**src/rtl/spi_pkg.sv**
```systemverilog
// Shared definitions for the SPI frame controller: FSM state encoding and the
// mode-0 SCLK idle level.
package spi_pkg;

    typedef enum logic [2:0] {
        PWR_RST  = 3'd0,
        PWR_WAIT = 3'd1,
        IDLE     = 3'd2,
        CS_OFF   = 3'd3,
        SETUP    = 3'd4,
        SCK_HI   = 3'd5,
        SCK_LO   = 3'd6,
        HOLD     = 3'd7
    } spi_state_t;

    localparam logic SCLK_IDLE = 1'b0;

endpackage

```
**src/rtl/spi_half_period_tick.sv**
```systemverilog
// SCLK half-period timer: reloads with the divider on every FSM state entry and
// raises o_tick on the last clk cycle of the half-period.
module spi_half_period_tick #(
    parameter int DIV_W = 8
) (
    input  logic             i_clk,
    input  logic             i_rst,
    input  logic             i_load,
    input  logic [DIV_W-1:0] i_div,
    output logic             o_tick
);

    logic [DIV_W-1:0] r_cnt;

    always_ff @(posedge i_clk) begin
        if (i_rst)
            r_cnt <= '0;
        else if (i_load)
            r_cnt <= i_div;
        else if (r_cnt != '0)
            r_cnt <= r_cnt - 1'b1;
    end

    // Loaded with div, so the state lasts div+1 cycles before the tick.
    assign o_tick = (r_cnt == '0);

endmodule

```
**src/rtl/spi_frame_ctrl.sv**
```systemverilog
// SPI mode-0 master: display power-on reset sequencing, per-word D/C, CS hold
// across bursts. Define SPI_RX_EN to add spi_miso / rx_data capture.
module spi_frame_ctrl
    import spi_pkg::*;
#(
    parameter int DATA_W     = 8,
    parameter int NUM_CS     = 2,
    parameter int CS_W       = 1,
    parameter int DIV_W      = 8,
    parameter int RST_CYCLES = 1000
) (
    input  logic              clk,
    input  logic              rst_in,
    input  logic [DIV_W-1:0]  clk_div,
    input  logic              tx_valid,
    output logic              tx_ready,
    input  logic [DATA_W-1:0] tx_data,
    input  logic [CS_W-1:0]   tx_cs,
    input  logic              tx_dc,
    input  logic              tx_last,
    output logic              done,
    output logic              busy,
    output logic              spi_sclk,
    output logic              spi_mosi,
    output logic [NUM_CS-1:0] spi_cs_n,
    output logic              spi_dc,
    output logic              disp_rst_n
`ifdef SPI_RX_EN
    ,
    input  logic              spi_miso,
    output logic [DATA_W-1:0] rx_data
`endif
);

    localparam int BIT_W = $clog2(DATA_W + 1);
    localparam int RC_W  = $clog2(RST_CYCLES + 1);

    spi_state_t        r_state;
    logic [RC_W-1:0]   r_rst_cnt;
    logic [DATA_W-1:0] r_tx;
    logic [CS_W-1:0]   r_cs;
    logic              r_dc_q;
    logic              r_last;
    logic [DIV_W-1:0]  r_div;
    logic              r_held;
    logic [BIT_W-1:0]  r_bit;
    logic              r_ready, r_done, r_busy, r_sclk, r_mosi, r_dc, r_disp_rst_n;
    logic [NUM_CS-1:0] r_cs_n;

    logic             w_tick, w_load, w_accept, w_bits_done, w_hi_entry, w_word_end;
    logic [DIV_W-1:0] w_div;

    // Out-of-range indices decode to no active select.
    function automatic logic [NUM_CS-1:0] cs_decode(input logic [CS_W-1:0] idx);
        logic [NUM_CS-1:0] v;
        v = '1;
        for (int i = 0; i < NUM_CS; i++)
            if (32'(idx) == 32'(i)) v[i] = 1'b0;
        return v;
    endfunction

    assign w_accept    = tx_valid && r_ready;
    assign w_bits_done = (r_bit == BIT_W'(DATA_W));
    assign w_hi_entry  = w_tick && ((r_state == SETUP) || (r_state == SCK_LO && !w_bits_done));
    assign w_word_end  = w_tick && (r_state == SCK_LO) && w_bits_done;
    assign w_div       = (r_state == IDLE) ? clk_div : r_div;

    always_comb begin
        w_load = 1'b0;
        case (r_state)
            IDLE:                                  w_load = w_accept;
            CS_OFF, SETUP, SCK_HI, SCK_LO, HOLD:   w_load = w_tick;
            default:                               w_load = 1'b0;
        endcase
    end

    spi_half_period_tick #(.DIV_W(DIV_W)) u_tick (
        .i_clk  (clk),
        .i_rst  (rst_in),
        .i_load (w_load),
        .i_div  (w_div),
        .o_tick (w_tick)
    );

    always_ff @(posedge clk) begin
        if (rst_in) begin
            r_state      <= PWR_RST;
            r_rst_cnt    <= '0;
            r_ready      <= 1'b0;
            r_done       <= 1'b0;
            r_busy       <= 1'b1;
            r_sclk       <= SCLK_IDLE;
            r_mosi       <= 1'b0;
            r_cs_n       <= '1;
            r_dc         <= 1'b0;
            r_disp_rst_n <= 1'b0;
            r_tx         <= '0;
            r_cs         <= '0;
            r_dc_q       <= 1'b0;
            r_last       <= 1'b0;
            r_div        <= '0;
            r_held       <= 1'b0;
            r_bit        <= '0;
        end else begin
            r_done <= 1'b0;
            case (r_state)
                PWR_RST: begin
                    if (r_rst_cnt == RC_W'(RST_CYCLES - 1)) begin
                        r_state      <= PWR_WAIT;
                        r_rst_cnt    <= '0;
                        r_disp_rst_n <= 1'b1;
                    end else
                        r_rst_cnt <= r_rst_cnt + 1'b1;
                end
                PWR_WAIT: begin
                    if (r_rst_cnt == RC_W'(RST_CYCLES - 1)) begin
                        r_state <= IDLE;
                        r_ready <= 1'b1;
                        r_busy  <= 1'b0;
                    end else
                        r_rst_cnt <= r_rst_cnt + 1'b1;
                end
                IDLE: begin
                    if (w_accept) begin
                        r_tx    <= tx_data;
                        r_cs    <= tx_cs;
                        r_dc_q  <= tx_dc;
                        r_last  <= tx_last;
                        r_div   <= clk_div;
                        r_bit   <= '0;
                        r_ready <= 1'b0;
                        r_busy  <= 1'b1;
                        // A held select on another index must drop before the new one asserts.
                        if (r_held && tx_cs != r_cs) begin
                            r_state <= CS_OFF;
                            r_cs_n  <= '1;
                            r_held  <= 1'b0;
                        end else begin
                            r_state <= SETUP;
                            r_cs_n  <= cs_decode(tx_cs);
                            r_dc    <= tx_dc;
                            r_mosi  <= tx_data[DATA_W-1];
                        end
                    end
                end
                CS_OFF: begin
                    if (w_tick) begin
                        r_state <= SETUP;
                        r_cs_n  <= cs_decode(r_cs);
                        r_dc    <= r_dc_q;
                        r_mosi  <= r_tx[DATA_W-1];
                    end
                end
                SETUP: begin
                    if (w_hi_entry) begin
                        r_state <= SCK_HI;
                        r_sclk  <= ~SCLK_IDLE;
                        r_bit   <= r_bit + 1'b1;
                    end
                end
                SCK_HI: begin
                    if (w_tick) begin
                        r_state <= SCK_LO;
                        r_sclk  <= SCLK_IDLE;
                        r_tx    <= {r_tx[DATA_W-2:0], 1'b0};
                        r_mosi  <= r_tx[DATA_W-2];
                    end
                end
                SCK_LO: begin
                    if (w_word_end) begin
                        r_done <= 1'b1;
                        if (r_last)
                            r_state <= HOLD;
                        else begin
                            r_state <= IDLE;
                            r_held  <= 1'b1;
                            r_ready <= 1'b1;
                            r_busy  <= 1'b0;
                        end
                    end else if (w_hi_entry) begin
                        r_state <= SCK_HI;
                        r_sclk  <= ~SCLK_IDLE;
                        r_bit   <= r_bit + 1'b1;
                    end
                end
                HOLD: begin
                    if (w_tick) begin
                        r_state <= IDLE;
                        r_cs_n  <= '1;
                        r_held  <= 1'b0;
                        r_ready <= 1'b1;
                        r_busy  <= 1'b0;
                    end
                end
                default: r_state <= PWR_RST;
            endcase
        end
    end

`ifdef SPI_RX_EN
    logic [DATA_W-1:0] r_rx_sh, r_rx_data;

    always_ff @(posedge clk) begin
        if (rst_in) begin
            r_rx_sh   <= '0;
            r_rx_data <= '0;
        end else begin
            if (w_hi_entry)
                r_rx_sh <= {r_rx_sh[DATA_W-2:0], spi_miso};
            if (w_word_end)
                r_rx_data <= r_rx_sh;
        end
    end

    assign rx_data = r_rx_data;
`endif

    assign tx_ready   = r_ready;
    assign done       = r_done;
    assign busy       = r_busy;
    assign spi_sclk   = r_sclk;
    assign spi_mosi   = r_mosi;
    assign spi_cs_n   = r_cs_n;
    assign spi_dc     = r_dc;
    assign disp_rst_n = r_disp_rst_n;

endmodule

```
**config.mk**
```make
export PLATFORM = sky130hd
export DESIGN_NAME = spi_frame_ctrl
export DESIGN_NICKNAME = d
export VERILOG_FILES = /design/src/rtl/spi_pkg.sv /design/src/rtl/spi_half_period_tick.sv /design/src/rtl/spi_frame_ctrl.sv
export SDC_FILE = /design/constraint.sdc
export NUM_CORES = 1
export LEC_CHECK = 0
export CORE_MARGIN = 2
export CORE_UTILIZATION = 60
export CTS_BUF_LIST = sky130_fd_sc_hd__clkbuf_4 sky130_fd_sc_hd__clkbuf_8 sky130_fd_sc_hd__clkbuf_16
export CTS_CLUSTER_DIAMETER = 50
export DETAILED_ROUTE_END_ITERATION = 10
export GPL_TIMING_DRIVEN = 0
export HOLD_SLACK_MARGIN = 0.08
export PLACE_DENSITY = 0.95
export SYNTH_ARGS = -nofsm -noshare
export SYNTH_HDL_FRONTEND = slang
export SYNTH_SLANG_ARGS = --single-unit
```
**constraint.sdc**
```tcl
create_clock -name clk -period 4.63 [get_ports clk]
set_input_delay 0.6945 -clock clk [delete_from_list [all_inputs] [get_ports clk]]
set_output_delay 0.6945 -clock clk [all_outputs]
set_load 0.1 [all_outputs]
```
==> results of run 1 <==
-- routing by layer --
layer  track usage  vias up  routed length, um
li1              -     1344                  -
met1         0.381     1271               3040
met2         0.429      136               3110
met3        0.0542       20                623
met4         0.134        0                192
met5             0        -                  0
-- final cells by class --
cell class / count / area (um^2)
multi-input cells: 275 / 1580
fillers: 348 / 1130
flip-flops and latches: 54 / 1080
repair buffers: 30 / 300
plain buffers: 21 / 103
clock buffers: 5 / 68.8
well taps: 52 / 65.1
inverters: 11 / 41.3
clock inverters: 3 / 40.0
-- cells by family after synthesis --
| family | count (synthesis) | synth area share |
|---|---|---|
| AND/OR/NAND/NOR | 175 | 0.291 |
| AO/OA/AOI/OAI | 79 | 0.198 |
| flip-flops | 54 | 0.385 |
| buffers and inverters | 32 | 0.0513 |
| XOR/XNOR | 13 | 0.0406 |
| adder cells (fa/ha/maj) | 5 | 0.0223 |
| multiplexers | 3 | 0.0107 |
-- cell usage after synthesis (all sizes together), types with 3 or more instances --
cell type	count
a211o	3
a21o	3
a21oi	31
a22oi	3
a311oi	10
a31oi	3
and3	3
buf	6
clkbuf	15
dfxtp	54
ha	5
inv	11
mux2i	3
nand2	82
nand2b	6
nand3	18
nor2	29
nor3	10
nor3b	3
nor4	6
o21ai	9
xnor2	7
xor2	6
-- metrics by stage --
| stage | cell area [um^2] | utilization | setup slack [ns] | power (mW) |
|---|---|---|---|---|
| final | 3280 | 0.743 | 2.01 | 1.22 |
| after global routing | 3280 | 0.743 | 1.97 | 1.28 |
| after CTS | 3280 | 0.743 | 2.02 | 1.21 |
| after detailed placement | 3170 | 0.718 | 2.14 | 0.900 |
| after global placement | 3170 | 0.718 | 2.16 | 0.885 |
| after floorplan | 2810 | - | 2.51 | 0.810 |
-- sequential cells by signal, summed over array words and instances (netlist names), 2 cells and up --
name,flops
r_bit,4
r_div,8
r_rst_cnt,10
r_state,3
r_tx,8
spi_cs_n,2
u_tick.r_cnt,8
-- worst max path at each step --
stage	from	to	slack (ns)
2_1_floorplan	tx_ready$_SDFFE_PP0P_	r_cs$_SDFFE_PP0P_	2.51
3_3_place_gp	tx_valid	r_div[6]$_SDFFE_PP0P_	2.16
3_5_place_dp	rst_in	r_cs$_SDFFE_PP0P_	2.14
4_1_cts	tx_ready$_SDFFE_PP0P_	tx_ready	2.02
5_1_grt	tx_ready$_SDFFE_PP0P_	tx_ready	1.97
6_report	tx_ready$_SDFFE_PP0P_	tx_ready	2.01
-- power by group through the flow --
stage                     Sequential [mW]  Combinational (mW)  Clock (mW)
after global placement              0.542               0.343           0
after detailed placement            0.544               0.356           0
after CTS                           0.534               0.358       0.316
after floorplan                     0.536               0.275           0
final                               0.536               0.365       0.315
after global routing                0.542               0.397       0.341
==> impl_metrics.yaml, run 1 <==
cells_and_area:
  antenna_cells_inserted: 0
  fin_cells: 451
  mostFrequentLayoutCells: "82 x sky130_fd_sc_hd__nand2_1, 54 x sky130_fd_sc_hd__dfxtp_1, 31 x sky130_fd_sc_hd__a21oi_1"
  layout_commonest_cell: "sky130_fd_sc_hd__nand2_1"
  post_route_cells_drive_above_1_share: 0.0551
  fin_nets: 425
  flow.area_growth_from_synthesis_pct: 16.9
pwr:
  combinationalPowerShare: 0.300
  lkg_pwr_nw: 1.19
  netSwitchingFraction: 0.322
  cell_internal_pwr_mw: 0.824
  switchingPower_mw: 0.391
  share_clk_of_total_power: 0.259
  ir_worst_vdd_mv: 0.247
  power.density_nw_per_um2: 371
  power.sequential.fraction: 0.441
critical_path:
  critical_path.top_delay_family: "buffers and inverters"
  timing.critical_path.required_ns: 3.94
  reg2reg_from: "u_tick.r_cnt[0]$_SDFFE_PP0P_"
  timing.critical_path.to_type: "output pin"
  worst_r2r_endpoint: "r_bit[3]$_SDFFE_PP0P_"
  critPathMaxStageDelay_ns: 1.17
  r2r.worst_path.cells: 7
  worst-endpoint-arrival_ns: 1.93
  timing.critical_path.buf_inv: 1
  cp.depth: 1
  crit_path_cell_trace: "clkdlybuf4s50_1"
  critical_path.slowest_cell: "sky130_fd_sc_hd__clkdlybuf4s50_1"
  worstSetupStartpointType: "flip-flop"
  regToRegSetupSlack_ns: 2.21
  timing_worst_setup_path_type: "flip-flop to output pin"
  crit_fanout: 5
timing:
  grt_setup_unrepaired: "false"
  achievable-frequency_mhz: 382
  timing.clock.skew_ns: 0.00806
  transition_time_at_the_pin_with_the_least_slew_margin_ns: 1.08
  total_setup_violations_reported_at_the_end_of_the_flow: 0
  finalSetupTns_ns: 0
  finalCritPeriodShare: 0.566
  slew_viol_final: 0
  min_period_ns: 2.62
  timing.slew.headroom: 0.273
  hold-worst-slack_ns: 0.454
  hold_viol: 0
clocking:
  cts_tree: "yes"
  post_cts_hold_buffer_count: 0
  htree_num_levels: 2
  clk-insertion-delay-late_ns: 0.32
  cts.repair.resized: 0
  cts_sinks: 54
  post-cts-setup-buffers: 0
  cts.reportedPaths.clkPinSlew_ns: 0.09
  tritoncts.num_buffers: 5
  clk_root_buffer_cell: "sky130_fd_sc_hd__clkbuf_8"
  max-clock-path-buffers: 2
yosys:
  netlist.area_leader.share: 0.385
  yosys_most_used_dff: "sky130_fd_sc_hd__dfxtp_1"
  synthCells: 361
  number_of_unique_standard_cell_types_used_by_synthesis: 54
  async_flop_share: 0
  synth_enable_flop_cells: 0
  yosysTopAreaCell: "sky130_fd_sc_hd__dfxtp_1"
  synth.yosys.seq_area_share: 0.385
  synth_area_per_cell_um2: 7.77
  yosys_warns: 0
  synth-seq-cells: 54
  number_of_nets_in_the_synthesized_netlist: 388
  syn-cell-area_um2: 2810
  post_synth_main_area_contributors: "sky130_fd_sc_hd__dfxtp_1 39%, sky130_fd_sc_hd__nand2_1 11%, sky130_fd_sc_hd__a21oi_1 5.5%"
detailed_routing:
  drtAntennaViolNets: 0
  drt_first_pass_iters: 5
  avgRoutedWirePerCell_um: 15.4
  wl_um: 6970
  routed_vias: 2771
  via_per_inst: 6.14
  first_iter_violations: 258
  drt_drc_violations_left: 0
min_path:
  hold-path-cell-count: 2
  hold_path.startpoint: "disp_rst_n$_SDFFE_PP0P_"
  hold_critical_path_endpoint: "disp_rst_n$_SDFFE_PP0P_"
  hold_path_class: "flip-flop to flip-flop"
floorplan:
  initial_core_util: 0.635
  placeableCoreArea_um2: 4410
  fp.dieArea_um2: 5240
  die_y_extent_um: 72.4
  die_outline_width_um: 72.4
  top_level_ports: 31
  placement_rows: 24
job:
  max_capacitance_violation_count: 0
global_route:
  globalRouteOverflowTotal: 0
  grt_antenna_before_repair: 0
  largest_net_degree_at_the_start_of_global_routing: 17
  track_usage: 0.281
  via_count_of_the_first_global_routing_pass: 2571
  grt_pass1_wl_um: 11600
outcome:
  status: "finished clean"
placement:
  place_congestion: 0.928
  dp.cells: 443
  place.port_buffers: 30
  dp.final_hpwl_um: 4950
(Power assumes the default switching activity.)
==> run 2, diff against run 1 <==
- CORE_UTILIZATION: 60 -> 51
- PLACE_DENSITY: 0.95 -> 0.87
- clock period: 4.63 -> 2.3 ns (I/O delays scaled with it)
==> impl_metrics.yaml, run 2 (synthesis gave the netlist of run 1 again) <==
detailed_routing:
  wl_um: 7240
  avgRoutedWirePerCell_um: 15.3
  routed_vias: 2804
  drtAntennaViolNets: 0
  via_per_inst: 5.94
  drt_first_pass_iters: 9
  first_iter_violations: 338
  drt_drc_violations_left: 2
min_path:
  hold_path.startpoint: "disp_rst_n$_SDFFE_PP0P_"
  hold_path_class: "flip-flop to flip-flop"
clocking:
  cts_sinks: 54
  clk-insertion-delay-late_ns: 0.32
  cts_tree: "yes"
  tritoncts.num_buffers: 5
  cts.reportedPaths.clkPinSlew_ns: 0.09
  max-clock-path-buffers: 2
  htree_num_levels: 2
  clk_root_buffer_cell: "sky130_fd_sc_hd__clkbuf_8"
job:
  max_capacitance_violation_count: 0
timing:
  finalSetupTns_ns: 0
  transition_time_at_the_pin_with_the_least_slew_margin_ns: 0.975
  post_route_setup_slack_ns: 0.0474
  hold_viol: 0
  min_period_ns: 2.25
  timing.slew.headroom: 0.348
  slew_viol_final: 0
  finalCritPeriodShare: 0.979
  total_setup_violations_reported_at_the_end_of_the_flow: 0
  timing.clock.skew_ns: 0.0111
  achievable-frequency_mhz: 444
floorplan:
  initial_core_util: 0.519
  placement_rows: 27
  top_level_ports: 31
  die_outline_width_um: 78.2
  die_y_extent_um: 78.2
  placeableCoreArea_um2: 5410
  fp.dieArea_um2: 6110
cells_and_area:
  post_route_cells_drive_above_1_share: 0.0750
  layout_commonest_cell: "sky130_fd_sc_hd__nand2_1"
  antenna_cells_inserted: 0
  layout.core_utilization: 0.626
  fin_nets: 426
  fin_cells: 472
  flow.area_growth_from_synthesis_pct: 20.7
  max_ffs_per_register: 10
  largest_register: "r_rst_cnt"
  mostFrequentLayoutCells: "82 x sky130_fd_sc_hd__nand2_1, 54 x sky130_fd_sc_hd__dfxtp_1, 31 x sky130_fd_sc_hd__a21oi_1"
global_route:
  grt_pass1_wl_um: 12000
  globalRouteMet1Util: 0.319
  largest_net_degree_at_the_start_of_global_routing: 18
  use_met2: 0.393
  use_met3: 0.0437
  track_usage: 0.246
  via_count_of_the_first_global_routing_pass: 2632
  globalRouteOverflowTotal: 0
  grt_antenna_before_repair: 0
  grt_busiest_layer: "met2"
critical_path:
  cp.depth: 1
  timing.critical_path.required_ns: 1.96
  worst_r2r_endpoint: "u_tick.r_cnt[0]$_SDFFE_PP0P_"
  timing.critical_path.to_type: "output pin"
  timing.critical_path.buf_inv: 1
  critPathMaxStageDelay_ns: 1.17
  critPathLaunch: "tx_ready$_SDFFE_PP0P_"
  critical_path.slowest_cell: "sky130_fd_sc_hd__clkdlybuf4s50_1"
  timing_worst_setup_path_type: "flip-flop to output pin"
  crit_path_cell_trace: "clkdlybuf4s50_1"
  worst-endpoint-arrival_ns: 1.91
  reg2reg_from: "u_tick.r_cnt[0]$_SDFFE_PP0P_"
  r2r.worst_path.cells: 8
  regToRegSetupSlack_ns: 0.11
  crit_fanout: 5
  worstSetupStartpointType: "flip-flop"
  crit_end: "tx_ready"
  critical_path.top_delay_family: "buffers and inverters"
placement:
  pre_cts_slack_ns: -0.0382
  dp.final_hpwl_um: 4920
  dp.cells: 463
  place_congestion: 1.00
  place.port_buffers: 30
pwr:
  power.density_nw_per_um2: 783
  ir_worst_vdd_mv: 0.411
  lkg_pwr_nw: 1.21
outcome:
  violations: "design-rule violations"
  status: "complete, but fails checks"
==> run 2: cell count changes in the layout (fill, tap and decap cells not counted), moves of 2 or more <==
cell / change
sky130_fd_sc_hd__clkinv_2: -2
sky130_fd_sc_hd__buf_4: +2
sky130_fd_sc_hd__nor4_2: +2
sky130_fd_sc_hd__nor4_1: -2
==> run 2: layout make-up <==
type                    instances  area (um^2)
inverters                      11         41.3
clock buffers                   5         68.8
multi-input cells             275         1620
flip-flops and latches         54         1080
well taps                      72         90.1
plain buffers                  20          100
repair buffers                 32          315
clock inverters                 3         68.8
fillers                       471         2020
==> run 2: stage by stage <==
step	hold slack, ns	instance area [um^2]	power, mW
final	0.454	3380	2.65
after global routing	0.484	3380	2.78
after CTS	0.456	3350	2.59
after floorplan	0.436	2810	1.63
after detailed placement	0.438	3200	1.82
after global placement	0.439	3200	1.79
==> run 2: what timing repair did <==
item,4_1_cts,5_1_grt
hold buffers,0,0
cloned,0,0
buffers inserted,0,2
pin swaps,0,1
setup endpoints to repair,4,32
gates resized for setup,3,7
==> run 2: worst min path at each step <==
stage	cells past startpoint	to
after CTS	2	disp_rst_n$_SDFFE_PP0P_
after detailed placement	2	disp_rst_n$_SDFFE_PP0P_
after global routing	2	r_div[3]$_SDFFE_PP0P_
after global placement	2	disp_rst_n$_SDFFE_PP0P_
final	2	disp_rst_n$_SDFFE_PP0P_
after floorplan	2	r_dc_q$_SDFFE_PP0P_
==> run 2: metal layers <==
| metal | up-vias | wire length [um] | share of wire |
|---|---|---|---|
| li1 | 1335 | - | - |
| met1 | 1275 | 3150 | 0.44 |
| met2 | 156 | 3240 | 0.45 |
| met3 | 38 | 615 | 0.085 |
| met4 | 0 | 229 | 0.032 |
| met5 | - | 0 | 0 |
==> run 2: report_power, final <==
part | total, mW | internal (mW) | switching [mW]
logic | 0.800 | 0.356 | 0.443
registers | 1.09 | 1.01 | 0.0835
clock network | 0.761 | 0.436 | 0.325
